$ cat src/rtl/mem_access_pkg.sv
// Shared definitions for the data-memory access stage: FSM states and defaults.
// Latency: n/a (types and constants only).
// Backpressure: n/a.
package mem_access_pkg;

    // Two-state access FSM; the encoding is visible on the stall output.
    typedef enum logic {
        S_IDLE = 1'b0,
        S_WAIT = 1'b1
    } state_t;

    localparam int ADDR_W_DEF  = 8;   // default data-RAM address width
    localparam int TIMEOUT_DEF = 15;  // default request timeout in cycles (1..255)
    localparam int CNT_W       = 8;   // width of the timeout counter

endpackage

$ cat src/rtl/mem_timeout_cnt.sv
// Request-timeout counter: 8-bit, synchronous clear and enable, hit when count == TIMEOUT-1.
// Latency: clr/en act on the next clock edge; hit is decoded combinationally from the count.
// Backpressure: none; the owner decides when to clear or advance.
// Ports: clk, rst (async active-low), clr, en, hit.
module mem_timeout_cnt
    import mem_access_pkg::*;
#(
    parameter int TIMEOUT = TIMEOUT_DEF
) (
    input  logic clk,
    input  logic rst,
    input  logic clr,
    input  logic en,
    output logic hit
);

    logic [CNT_W-1:0] count;

    always_ff @(posedge clk or negedge rst) begin
        if (!rst) begin
            count <= '0;
        end else if (clr) begin
            count <= '0;
        end else if (en) begin
            count <= count + 1'b1;
        end
    end

    assign hit = (count == CNT_W'(TIMEOUT - 1));

endmodule

$ cat src/rtl/mem_access.sv
// Data-memory access stage: ALU ops pass to a registered write-back bus, ld/st go to data RAM.
// Latency: pass-through 1 cycle; memory ops 1 cycle after dm_ack, or abort after TIMEOUT req cycles.
// Backpressure: stall is high while a RAM transaction is outstanding; inputs are ignored then.
// Ports: in_valid/alu_res/st_data/we/rdest/ld/st from execute; dm_* to data RAM;
//        wb_we/wb_rdest/wb_data to the register file; err is a sticky timeout flag.
module mem_access
    import mem_access_pkg::*;
#(
    parameter int ADDR_W  = ADDR_W_DEF,
    parameter int TIMEOUT = TIMEOUT_DEF
) (
    input  logic              clk,
    input  logic              rst,
    input  logic              in_valid,
    input  logic [15:0]       alu_res,
    input  logic [15:0]       st_data,
    input  logic              we,
    input  logic [3:0]        rdest,
    input  logic              ld,
    input  logic              st,
    output logic              stall,
    output logic              dm_req,
    output logic              dm_wr,
    output logic [ADDR_W-1:0] dm_addr,
    output logic [15:0]       dm_wdata,
    input  logic [15:0]       dm_rdata,
    input  logic              dm_ack,
    output logic              wb_we,
    output logic [3:0]        wb_rdest,
    output logic [15:0]       wb_data,
    output logic              err
);

    state_t     state;
    logic       ld_q;      // in-flight access is a load
    logic [3:0] rdest_q;   // destination of the in-flight load
    logic       accept;
    logic       cnt_en;
    logic       cnt_hit;

    // Address bits above ADDR_W are deliberately dropped.
    logic unused_alu_bits;
    assign unused_alu_bits = ^alu_res;

    assign accept = (state == S_IDLE) && in_valid && (ld || st);
    // The counter only needs to advance while still waiting; the hit cycle exits WAIT.
    assign cnt_en = (state == S_WAIT) && !dm_ack && !cnt_hit;
    assign stall  = (state == S_WAIT);

    mem_timeout_cnt #(
        .TIMEOUT (TIMEOUT)
    ) u_timeout_cnt (
        .clk (clk),
        .rst (rst),
        .clr (accept),
        .en  (cnt_en),
        .hit (cnt_hit)
    );

    always_ff @(posedge clk or negedge rst) begin
        if (!rst) begin
            state    <= S_IDLE;
            ld_q     <= 1'b0;
            rdest_q  <= '0;
            dm_req   <= 1'b0;
            dm_wr    <= 1'b0;
            dm_addr  <= '0;
            dm_wdata <= '0;
            wb_we    <= 1'b0;
            wb_rdest <= '0;
            wb_data  <= '0;
            err      <= 1'b0;
        end else if (state == S_IDLE) begin
            wb_we <= 1'b0;
            if (in_valid) begin
                if (ld || st) begin
                    ld_q     <= ld;
                    rdest_q  <= rdest;
                    dm_addr  <= alu_res[ADDR_W-1:0];
                    dm_wdata <= st_data;
                    dm_wr    <= !ld;     // ld wins when both are set
                    dm_req   <= 1'b1;
                    state    <= S_WAIT;
                end else begin
                    wb_we    <= we;
                    wb_rdest <= rdest;
                    wb_data  <= alu_res;
                end
            end
        end else begin
            wb_we <= 1'b0;
            // An ack on the timeout cycle still completes the access.
            if (dm_ack) begin
                dm_req <= 1'b0;
                state  <= S_IDLE;
                if (ld_q) begin
                    wb_we    <= 1'b1;
                    wb_data  <= dm_rdata;
                    wb_rdest <= rdest_q;
                end
            end else if (cnt_hit) begin
                dm_req <= 1'b0;
                err    <= 1'b1;
                state  <= S_IDLE;
            end
        end
    end

endmodule

$ cat config.mk
export PLATFORM = sky130hd
export DESIGN_NAME = mem_access
export DESIGN_NICKNAME = d
export VERILOG_FILES = /design/src/rtl/mem_access_pkg.sv /design/src/rtl/mem_timeout_cnt.sv /design/src/rtl/mem_access.sv
export SDC_FILE = /design/constraint.sdc
export NUM_CORES = 1
export LEC_CHECK = 0
export ABC_AREA = 1
export CAP_MARGIN = 20
export CORE_MARGIN = 3
export CORE_UTILIZATION = 37
export DETAILED_ROUTE_END_ITERATION = 8
export PLACE_DENSITY = 0.69
export SYNTH_ARGS = -nofsm -noshare
export SYNTH_HDL_FRONTEND = slang
export SYNTH_HIERARCHICAL = 1
export SYNTH_SLANG_ARGS = --single-unit
$ cat constraint.sdc
create_clock -name clk -period 1.8 [get_ports clk]
set_input_delay 0.36 -clock clk [delete_from_list [all_inputs] [get_ports clk]]
set_output_delay 0.36 -clock clk [all_outputs]
set_load 0.03 [all_outputs]
==> qor.csv, run 1 <==
stage,metric,value,unit
outcome,outcome,completed,
layout,share_of_cells_above_drive_strength_1,12.37,%
critical_path,critical_path.cell_chain,inv_2 -> ha_4 -> nand3_2 -> nor4_2 -> buf_4 -> nor2_1 -> nand2_1 -> inv_2 -> nor2_4 -> nor2_2 -> nand2_1 -> nand2_1 -> nand2_1 -> nor2_1,
logic_synthesis,synth.ff_latch_count,62,
sta,tightestPinTransition,0.3481,ns
grt,vias_in_the_first_global_route,2577,
routing,detail_route.vias_per_cell,4.533,
min_path,min-delay-path-class,in -> async,
critical_path,worstPathMaxFanout,3,
sta,report.final.slew_viol_count,0,
critical_path,worst-endpoint-arrival,2.00,ns
logic_synthesis,net_count_after_synthesis,410,
layout,antenna_cells_inserted,0,
logic_synthesis,yosys-top-cells-area,"sky130_fd_sc_hd__dfrtp_1 54%, sky130_fd_sc_hd__nand2_1 21%, sky130_fd_sc_hd__nand3_1 4.4%",
logic_synthesis,yosys.area.top_type,sky130_fd_sc_hd__dfrtp_1,
clock_network,clock_tree.buffer_depth,2,
grt,grt-ovfl-total,0,
routing,dr.first_iter.drc_count,72,
clock_network,numClockSinks,62,
routing,drt_first_pass_iters,4,
power_and_ir_drop,p_leak,2.176,nW
critical_path,cp-start-kind,flop,
layout,layout.cell_area.non_filler,0.004365,mm2
place,placed_cell_area,0.004075,mm2
sta,timing.max_slew.rel_slack,76.80,%
sta,rsz_0062_raised_after_global_routing,yes,
sta,finalSetupViolations,0,
logic_synthesis,syn_area,0.002856,mm2
critical_path,worst_path_largest_cell_delay,0.40,ns
grt,grt_max_degree,63,
logic_synthesis,synth-seq-area-share,54.31,%
sta,layout_worst_path_cycle_share,98.50,%
clock_network,clock_pin_slew_on_the_worst_setup_and_hold_paths,0.07,ns
logic_synthesis,number_of_instances_in_the_synthesized_netlist,349,
grt,first_pass_grt_wire_length,11870,um
critical_path,cp.required,2.02,ns
critical_path,path_delay_family,simple AND/OR/NAND/NOR gates,
logic_synthesis,post_synth.cell_area_avg,8.185,um2
logic_synthesis,synth-warning-count,6,
routing,wire_per_inst,12.67,um
floorplanning,initial_utilization,38.76,%
sta,hold_viol_final,0,
layout,flow.area_growth_from_synthesis,52.83,%
floorplanning,row_count,31,
logic_synthesis,ys_types,24,
clock_network,tritoncts.num_buffers,9,
critical_path,critPathCaptureType,flop,
power_and_ir_drop,powerDensity,1261,mW/mm2
routing,detailroute.via_count,2611,
clock_network,tritoncts_clock_tree,yes,
grt,grt_usage,17.21,%
sta,worst_clock_skew,0.006212,ns
routing,finalWirelength,7300,um
floorplanning,die_span_y,93.87,um
floorplanning,design.core.area,0.007370,mm2
floorplanning,ioPinCount,108,
layout,finalNetCount,533,
critical_path,crit_path_top_delay_cell,sky130_fd_sc_hd__dfrtp_1,
job,cap_viol_max_count,0,
floorplanning,area_of_the_die,0.008811,mm2
sta,max_freq,564.0,MHz
place,place_congestion,0.7779,
sta,post_layout_min_period,1.773,ns
grt,antenna_violations_before_repair,0,
place,portBuffers,107,
clock_network,cts.hold.buffers_added,0,
sta,fin_ws,0.02697,ns
clock_network,clock_insertion_delay_worst_skew,0.33,ns
floorplanning,die_x,93.87,um
logic_synthesis,synth_top_area_share,54.31,%
critical_path,critPathBufInv,3,
place,place_worst_setup_slack,-0.03423,ns
clock_network,clock_tree.root_cell,sky130_fd_sc_hd__clkbuf_8,
power_and_ir_drop,irDropWorstVdd,0.0006085,V
routing,ant_nets,0,
routing,detail_route.drc_violations,0,
critical_path,worst_path_most_repeated_cell,sky130_fd_sc_hd__nand2_1,
clock_network,htree_num_levels,3,
place,hpwl,5223,um
critical_path,ws_path_type,reg -> reg,
[stage by stage]
stage / power, mW / TNS [ns] / hold WS, ns / util, % / cells
floorplan: 3.176 / 0 / 0.06441 / - / 349
global placement: 4.139 / 0 / 0.4004 / 55.30 / 556
detailed placement: 4.178 / -0.08675 / 0.3987 / 55.30 / 556
CTS: 5.525 / 0 / 0.03076 / 58.27 / 572
global route: 5.837 / -0.3050 / 0.04123 / 59.24 / 576
finish: 5.505 / 0 / 0.02085 / 59.24 / 576
[per-layer routing]
metal  global-route usage, %  vias to the layer above  wire, um
li1                        -                     1333         -
met1                   21.40                     1199      3168
met2                   28.80                       72      3661
met3                   4.247                        7       404
met4                   6.498                        0        64
met5                       0                        -         0
[power by group]
group	internal (mW)	leakage [nW]	switching [mW]
Combinational	0.962	1.29	1.26
Sequential	1.75	0.784	0.215
Clock	0.777	0.106	0.542
Total	3.49	2.18	2.01
[what timing repair did]
item | in CTS | in global routing
resized for setup | 1 | 11
setup endpoints to repair | 5 | 8
setup buffers | 0 | 4
pin swaps | 0 | 6
[path summary, 6_finish.rpt]
check,from,end,slack (ns),cells after the start
min in group clk,dm_wdata[0],dm_wdata[0],0.48,2
setup / recovery,u_timeout_cnt/count[0],u_timeout_cnt/count[6],0.03,14
max in group asynchronous,rst,dm_addr[4],1.49,2
hold / removal,rst,dm_wdata[8],0.02,2
hold reg to reg,dm_wdata[0],dm_wdata[0],0.48,2
setup reg to reg,u_timeout_cnt/count[0],u_timeout_cnt/count[6],0.03,14
[cells in the mapped netlist]
cell and count:
sky130_fd_sc_hd__buf_4 3, sky130_fd_sc_hd__nor4_1 1, sky130_fd_sc_hd__o21ai_0 14, sky130_fd_sc_hd__a21oi_1 4, sky130_fd_sc_hd__buf_8 1, sky130_fd_sc_hd__nor2_2 3, sky130_fd_sc_hd__nor2_8 1, sky130_fd_sc_hd__nand2_1 162
sky130_fd_sc_hd__a21o_1 1, sky130_fd_sc_hd__nor2_1 10, sky130_fd_sc_hd__dfrtp_1 62, sky130_fd_sc_hd__nor2_4 1, sky130_fd_sc_hd__inv_1 21, sky130_fd_sc_hd__nand3_2 2, sky130_fd_sc_hd__ha_1 2, sky130_fd_sc_hd__nand4_1 2
sky130_fd_sc_hd__nand3_1 25, sky130_fd_sc_hd__inv_6 1, sky130_fd_sc_hd__o21ai_1 15, sky130_fd_sc_hd__buf_6 4, sky130_fd_sc_hd__buf_2 7, sky130_fd_sc_hd__nand2_8 1, sky130_fd_sc_hd__inv_2 5, sky130_fd_sc_hd__clkbuf_1 1
[registers in the layout, indices dropped and copies added, names as in the netlist, 4 cells and up]
name / count
wb_rdest: 4
dm_addr: 8
dm_wdata: 16
wb_data: 16
rdest_q: 4
u_timeout_cnt/count: 8
[cells by family (layout without fill, tap and decap cells)]
family / Yosys count / after routing / synth area share, %
AOI/OAI and AO/OA: 34 / 34 / 6.045
adders and majority gates: 2 / 2 / 0.8759
buffers and inverters: 43 / 171 / 7.972
DFF: 62 / 62 / 54.31
and+or+nand+nor: 208 / 208 / 30.79
[cell usage in the layout, fill, tap and decap left out, types with 2 or more instances in the layout]
master,instances
sky130_fd_sc_hd__clkbuf_8,9
sky130_fd_sc_hd__nor2_1,10
sky130_fd_sc_hd__nand4_1,2
sky130_fd_sc_hd__nand2_1,162
sky130_fd_sc_hd__buf_4,20
sky130_fd_sc_hd__bufinv_16,2
sky130_fd_sc_hd__inv_2,6
sky130_fd_sc_hd__nand3_1,23
sky130_fd_sc_hd__nand3_2,4
sky130_fd_sc_hd__o21ai_1,15
sky130_fd_sc_hd__clkdlybuf4s50_1,103
sky130_fd_sc_hd__buf_12,2
sky130_fd_sc_hd__nor2_2,2
sky130_fd_sc_hd__clkinv_2,2
sky130_fd_sc_hd__nor2_4,2
sky130_fd_sc_hd__o21ai_0,13
sky130_fd_sc_hd__a21oi_1,3
sky130_fd_sc_hd__inv_1,20
sky130_fd_sc_hd__dfrtp_1,62
sky130_fd_sc_hd__dlymetal6s2s_1,2
[area by class of cell]
type / instances / area, um2
clock inverter: 6 / 86.33
multi-input combinational: 244 / 1119
clock buffer: 10 / 127.6
sequential: 62 / 1551
timing repair buffer: 128 / 1251
inverter: 27 / 106.4
tap: 99 / 123.9
fill: 653 / 3004
No activity file was read; power rests on OpenSTA's default activity.
==> run 2: changes to the inputs <==
--- a/config.mk
+++ b/config.mk
@@ -10,7 +10,8 @@
 export CORE_MARGIN = 3
 export CORE_UTILIZATION = 37
 export DETAILED_ROUTE_END_ITERATION = 8
-export PLACE_DENSITY = 0.69
+export DONT_BUFFER_PORTS = 1
+export PLACE_DENSITY_LB_ADDON = 0.05
 export SYNTH_ARGS = -nofsm -noshare
 export SYNTH_HDL_FRONTEND = slang
 export SYNTH_HIERARCHICAL = 1
==> qor.csv, run 2 (synthesized netlist as in run 1, its figures left out) <==
stage,metric,value,unit
sta,tightestPinTransition,0.3800,ns
layout,finalNetCount,415,
sta,report.final.slew_viol_count,0,
power_and_ir_drop,powerDensity,1476,mW/mm2
layout,flow.area_growth_from_synthesis,10.69,%
power_and_ir_drop,netSwitchingFraction,39.22,%
power_and_ir_drop,irDropWorstVdd,0.0005019,V
clock_network,clock_insertion_delay_worst_skew,0.33,ns
power_and_ir_drop,power.share.clock,28.6,%
place,place_congestion,0.7536,
layout,share_of_cells_above_drive_strength_1,11.14,%
outcome,violations,hold timing,
critical_path,ff2ff_path_depth,13,
routing,drt_first_pass_iters,4,
layout,top_library_cells_by_usage_in_the_layout_fill_and_taps_aside,"162 x sky130_fd_sc_hd__nand2_1, 61 x sky130_fd_sc_hd__dfrtp_1, 25 x sky130_fd_sc_hd__nand3_1",
floorplanning,initial_utilization,38.76,%
layout,fillers,754,
grt,first_pass_grt_wire_length,10610,um
critical_path,worst-endpoint-arrival,1.84,ns
clock_network,tritoncts.num_buffers,9,
critical_path,worst-r2r-setup-slack,0.19,ns
floorplanning,area_of_the_die,0.008811,mm2
min_path,min-delay-path-class,in -> async,
floorplanning,die_span_y,93.87,um
power_and_ir_drop,internal_power,2.838,mW
clock_network,clock_pin_slew_on_the_worst_setup_and_hold_paths,0.07,ns
clock_network,cts_setup_buffers,0,
sta,max_freq,619.4,MHz
critical_path,worstReg2RegEnd,u_timeout_cnt/count[7],
floorplanning,die_x,93.87,um
sta,final.setup.tns,0,ns
routing,detail_route.drc_violations,0,
sta,worst_clock_skew,0.007945,ns
sta,timing.max_slew.rel_slack,74.60,%
sta,post_layout_min_period,1.614,ns
power_and_ir_drop,net-switching-power,1.831,mW
floorplanning,design.core.area,0.007370,mm2
power_and_ir_drop,p_leak,1.682,nW
power_and_ir_drop,totalPowerFinal,4.668,mW
critical_path,ws_path_type,reg -> reg,
routing,finalWirelength,6644,um
sta,rsz_0062_raised_after_global_routing,no,
critical_path,worstSetupEndpoint,u_timeout_cnt/count[7],
place,portBuffers,0,
sta,hold_ws,-0.2771,ns
layout,biggestRegsByFlops,"dm_wdata (16), wb_data (16)",
grt,vias_in_the_first_global_route,2123,
grt,grt-ovfl-total,0,
critical_path,regToRegStartpoint,u_timeout_cnt/count[0],
critical_path,critPathCaptureType,flop,
power_and_ir_drop,power_frac_seq,56.9,%
sta,layout_worst_path_cycle_share,89.69,%
sta,finalSetupViolations,0,
grt,grt_usage,15.71,%
layout,antenna_cells_inserted,0,
place,hpwl,4534,um
grt,antenna_violations_before_repair,0,
clock_network,numClockSinks,62,
critical_path,cp-start-kind,flop,
job,cap_viol_max_count,0,
critical_path,worstSetupStartpoint,u_timeout_cnt/count[0],
floorplanning,row_count,31,
grt,grt_max_degree,63,
floorplanning,ioPinCount,108,
power_and_ir_drop,comb_power_share,14.5,%
clock_network,tritoncts_clock_tree,yes,
clock_network,clock_tree.buffer_depth,2,
routing,dr.first_iter.drc_count,89,
layout,fin_util,42.90,%
clock_network,htree_num_levels,3,
layout,mostFrequentLayoutCell,sky130_fd_sc_hd__nand2_1,
routing,wire_per_inst,14.51,um
critical_path,worstPathMaxFanout,6,
outcome,outcome,"complete, but fails checks",
routing,ant_nets,0,
sta,hold_viol_final,62,
routing,detailroute.via_count,2158,
clock_network,clock_tree.root_cell,sky130_fd_sc_hd__clkbuf_8,
routing,detail_route.vias_per_cell,4.712,
critical_path,cp.required,2.02,ns
==> run 2: cell count changes in the layout (fill, tap and decap cells not counted), moves of 2 or more <==
cell	previous run	this run
sky130_fd_sc_hd__buf_4	20	10
sky130_fd_sc_hd__dlymetal6s2s_1	2	0
sky130_fd_sc_hd__nand3_2	4	2
sky130_fd_sc_hd__buf_12	2	0
sky130_fd_sc_hd__clkdlybuf4s50_1	103	0
sky130_fd_sc_hd__nand3_1	23	25
==> run 2: what timing repair did <==
action / 4_1_cts / 5_1_grt
resized for setup: 0 / 2
endpoints found under the setup margin: 0 / 6
hold endpoints to repair: 62 / 62
==> run 2: how the worst min path moves through the flow <==
stage,from,end,slack [ns],depth (start not counted)
floorplan,rst,dm_addr[0],0.06,0
global placement,rst,wb_data[8],0.07,0
detailed placement,rst,wb_data[8],0.07,0
CTS,rst,dm_wdata[2],-0.30,0
global route,rst,dm_wdata[13],-0.31,0
finish,rst,u_timeout_cnt/count[7],-0.28,0
==> run 2: metrics by stage <==
| step | cells | worst slack, ns | hold slack (ns) | area, um2 |
|---|---|---|---|---|
| finish | 458 | 0.1855 | -0.2771 | 3162 |
| global route | 458 | 0.01351 | -0.3063 | 3162 |
| CTS | 458 | 0.01296 | -0.3010 | 3151 |
| detailed placement | 442 | 0.01546 | 0.06596 | 2935 |
| global placement | 442 | 0.08413 | 0.06579 | 2935 |
| floorplan | 349 | 0.1325 | 0.06441 | 2856 |
==> run 2: critical path, cell delays in order, from the launching register on <==
cell and delay [ns]:
sky130_fd_sc_hd__dfrtp_1 0.39, sky130_fd_sc_hd__inv_2 0.06, sky130_fd_sc_hd__ha_1 0.14, sky130_fd_sc_hd__nand3_1 0.09, sky130_fd_sc_hd__nor4_2 0.19, sky130_fd_sc_hd__nor2_1 0.07
sky130_fd_sc_hd__nand2_1 0.08, sky130_fd_sc_hd__inv_1 0.08, sky130_fd_sc_hd__nor2_4 0.14, sky130_fd_sc_hd__nor2_4 0.06, sky130_fd_sc_hd__nand3_1 0.09, sky130_fd_sc_hd__nand2_1 0.06
sky130_fd_sc_hd__nand2_1 0.05, sky130_fd_sc_hd__nor2_1 0.03
==> run 2: layout make-up <==
| cell class | count | area (um2) | share of cell area (%) |
|---|---|---|---|
| sequential | 62 | 1553 | 49.11 |
| clock buffer | 12 | 145.1 | 4.590 |
| tap | 99 | 123.9 | 3.918 |
| timing repair buffer | 10 | 75.07 | 2.374 |
| multi-input combinational | 244 | 1089 | 34.43 |
| inverter | 27 | 106.4 | 3.364 |
| clock inverter | 4 | 70.07 | 2.216 |
==> run 2: power groups by stage <==
stage,combinational [mW],clock (mW),sequential [mW]
after floorplan,0.577,0,2.60
after global placement,0.671,0,2.69
after detailed placement,0.685,0,2.70
after CTS,0.687,1.39,2.67
after global routing,0.802,1.44,2.71
final,0.675,1.34,2.66
==> run 2: per-layer routing <==
| layer | track usage [%] | share of wire, % |
|---|---|---|
| met5 | 0 | 0 |
| met1 | 19.53 | 44 |
| met2 | 24.07 | 46 |
| met4 | 6.498 | 0.81 |
| met3 | 6.490 | 8.8 |
==> run 3: changes to the inputs <==
--- a/config.mk
+++ b/config.mk
@@ -7,11 +7,11 @@
 export LEC_CHECK = 0
 export ABC_AREA = 1
 export CAP_MARGIN = 20
-export CORE_MARGIN = 3
+export CORE_MARGIN = 2
 export CORE_UTILIZATION = 37
 export DETAILED_ROUTE_END_ITERATION = 8
 export DONT_BUFFER_PORTS = 1
-export PLACE_DENSITY_LB_ADDON = 0.05
+export PLACE_DENSITY = 0.59
 export SYNTH_ARGS = -nofsm -noshare
 export SYNTH_HDL_FRONTEND = slang
 export SYNTH_HIERARCHICAL = 1
==> qor.csv, run 3 (synthesized netlist as in run 1, its figures left out) <==
stage,metric,value,unit
outcome,outcome,"complete, but fails checks",
outcome,violations,hold timing,
critical_path,worstPathMaxFanout,6,
layout,finalNetCount,419,
clock_network,clock_pin_slew_on_the_worst_setup_and_hold_paths,0.07,ns
sta,report.final.slew_viol_count,0,
power_and_ir_drop,totalPowerFinal,4.634,mW
grt,grt_usage,15.91,%
sta,timing.max_slew.rel_slack,74.89,%
routing,detail_route.drc_violations,0,
sta,finalSetupViolations,0,
routing,finalWirelength,6516,um
place,hpwl,4388,um
critical_path,critical_path.cell_chain,inv_2 -> ha_4 -> nand3_4 -> nor4_4 -> nor2_1 -> nand2_1 -> inv_2 -> nor2_4 -> nor2_4 -> nand3_2 -> nand2_1 -> nand2_1 -> nor2_1,
critical_path,cp.required,2.03,ns
layout,top_library_cells_by_usage_in_the_layout_fill_and_taps_aside,"162 x sky130_fd_sc_hd__nand2_1, 62 x sky130_fd_sc_hd__dfrtp_1, 23 x sky130_fd_sc_hd__nand3_1",
floorplanning,initial_utilization,37.55,%
min_path,min-delay-path-class,in -> async,
critical_path,worst_path_most_repeated_cell,sky130_fd_sc_hd__nand2_1,
job,cap_viol_max_count,0,
sta,final.setup.tns,0,ns
grt,grt_max_degree,63,
grt,first_pass_grt_wire_length,10430,um
layout,mostFrequentLayoutCell,sky130_fd_sc_hd__nand2_1,
routing,dr.first_iter.drc_count,121,
critical_path,cp-start-kind,flop,
sta,layout_worst_path_cycle_share,96.96,%
critical_path,path_delay_family,simple AND/OR/NAND/NOR gates,
critical_path,worst_path_largest_cell_delay,0.40,ns
clock_network,tritoncts_clock_tree,yes,
sta,rsz_0062_raised_after_global_routing,yes,
floorplanning,die_span_y,91.87,um
place,place_congestion,0.8510,
sta,post_layout_min_period,1.745,ns
critical_path,crit_path_top_delay_cell,sky130_fd_sc_hd__dfrtp_1,
layout,biggestRegsByFlops,"dm_wdata (16), wb_data (16)",
grt,antenna_violations_before_repair,0,
floorplanning,row_count,32,
layout,fillers,780,
floorplanning,area_of_the_die,0.008439,mm2
floorplanning,die_x,91.87,um
routing,detail_route.vias_per_cell,4.757,
sta,tightestPinTransition,0.3755,ns
clock_network,clock_insertion_delay_worst_skew,0.33,ns
sta,fin_ws,0.05464,ns
floorplanning,ioPinCount,108,
place,portBuffers,0,
grt,vias_in_the_first_global_route,2194,
layout,flow.area_growth_from_synthesis,12.83,%
sta,worst_clock_skew,0.009149,ns
place,cells_after_dpl,445,
sta,hold_viol_final,62,
critical_path,worst-endpoint-arrival,1.97,ns
sta,max_freq,572.9,MHz
critical_path,critPathBufInv,2,
power_and_ir_drop,irDropWorstVdd,0.0004876,V
clock_network,numClockSinks,62,
grt,grt-ovfl-total,0,
layout,layoutNonFillerInstCount,465,
clock_network,clock_tree.buffer_depth,2,
layout,antenna_cells_inserted,0,
sta,hold_ws,-0.2797,ns
power_and_ir_drop,powerDensity,1438,mW/mm2
layout,fin_util,42.37,%
routing,ant_nets,0,
critical_path,critPathCaptureType,flop,
layout,layout.cell_area.non_filler,0.003223,mm2
routing,detailroute.via_count,2212,
layout,share_of_cells_above_drive_strength_1,13.22,%
clock_network,clock_tree.root_cell,sky130_fd_sc_hd__clkbuf_8,
routing,drt_first_pass_iters,4,
floorplanning,design.core.area,0.007607,mm2
clock_network,htree_num_levels,3,
place,placed_cell_area,0.002938,mm2
routing,wire_per_inst,14.01,um
clock_network,tritoncts.num_buffers,9,
power_and_ir_drop,p_leak,1.698,nW
place,place_worst_setup_slack,0.008270,ns
critical_path,ws_path_type,reg -> reg,
-- run 3: power by group --
| group | switching [mW] | internal (mW) |
|---|---|---|
| sequential | 0.910 | 1.75 |
| clock | 0.530 | 0.709 |
| combinational | 0.430 | 0.310 |
| total | 1.87 | 2.77 |
-- run 3: per-layer routing --
| metal | wire [um] | track usage [%] | part of all wire, % |
|---|---|---|---|
| met1 | 2674 | 17.61 | 41 |
| met2 | 3197 | 26.65 | 49 |
| met3 | 528 | 6.245 | 8.1 |
| met4 | 116 | 7.836 | 1.8 |
| met5 | 0 | 0 | 0 |
-- run 3: final cells by class --
class	instances	area, um2	area share [%]
clock buffer	12	155.1	4.814
clock inverter	4	45.04	1.398
inverter	27	106.4	3.300
multi-input combinational	244	1132	35.13
sequential	62	1551	48.14
tap	102	127.6	3.960
timing repair buffer	14	105.1	3.261
-- run 3: path summary, 6_finish.rpt --
check	start	endpoint	slack (ns)	cells past startpoint
worst min register to register	ld_q	ld_q	0.49	2
min in group clk	ld	dm_wr	0.12	1
max in group asynchronous	rst	dm_wdata[9]	1.95	0
worst min-delay path	rst	u_timeout_cnt/count[7]	-0.28	0
worst max-delay path	u_timeout_cnt/count[0]	u_timeout_cnt/count[7]	0.05	13
worst max register to register	u_timeout_cnt/count[0]	u_timeout_cnt/count[7]	0.05	13
-- run 3: timing repair --
action,CTS,global route
setup buffers,0,4
hold endpoints to repair,62,62
gates resized for setup,0,11
endpoints found under the setup margin,0,6
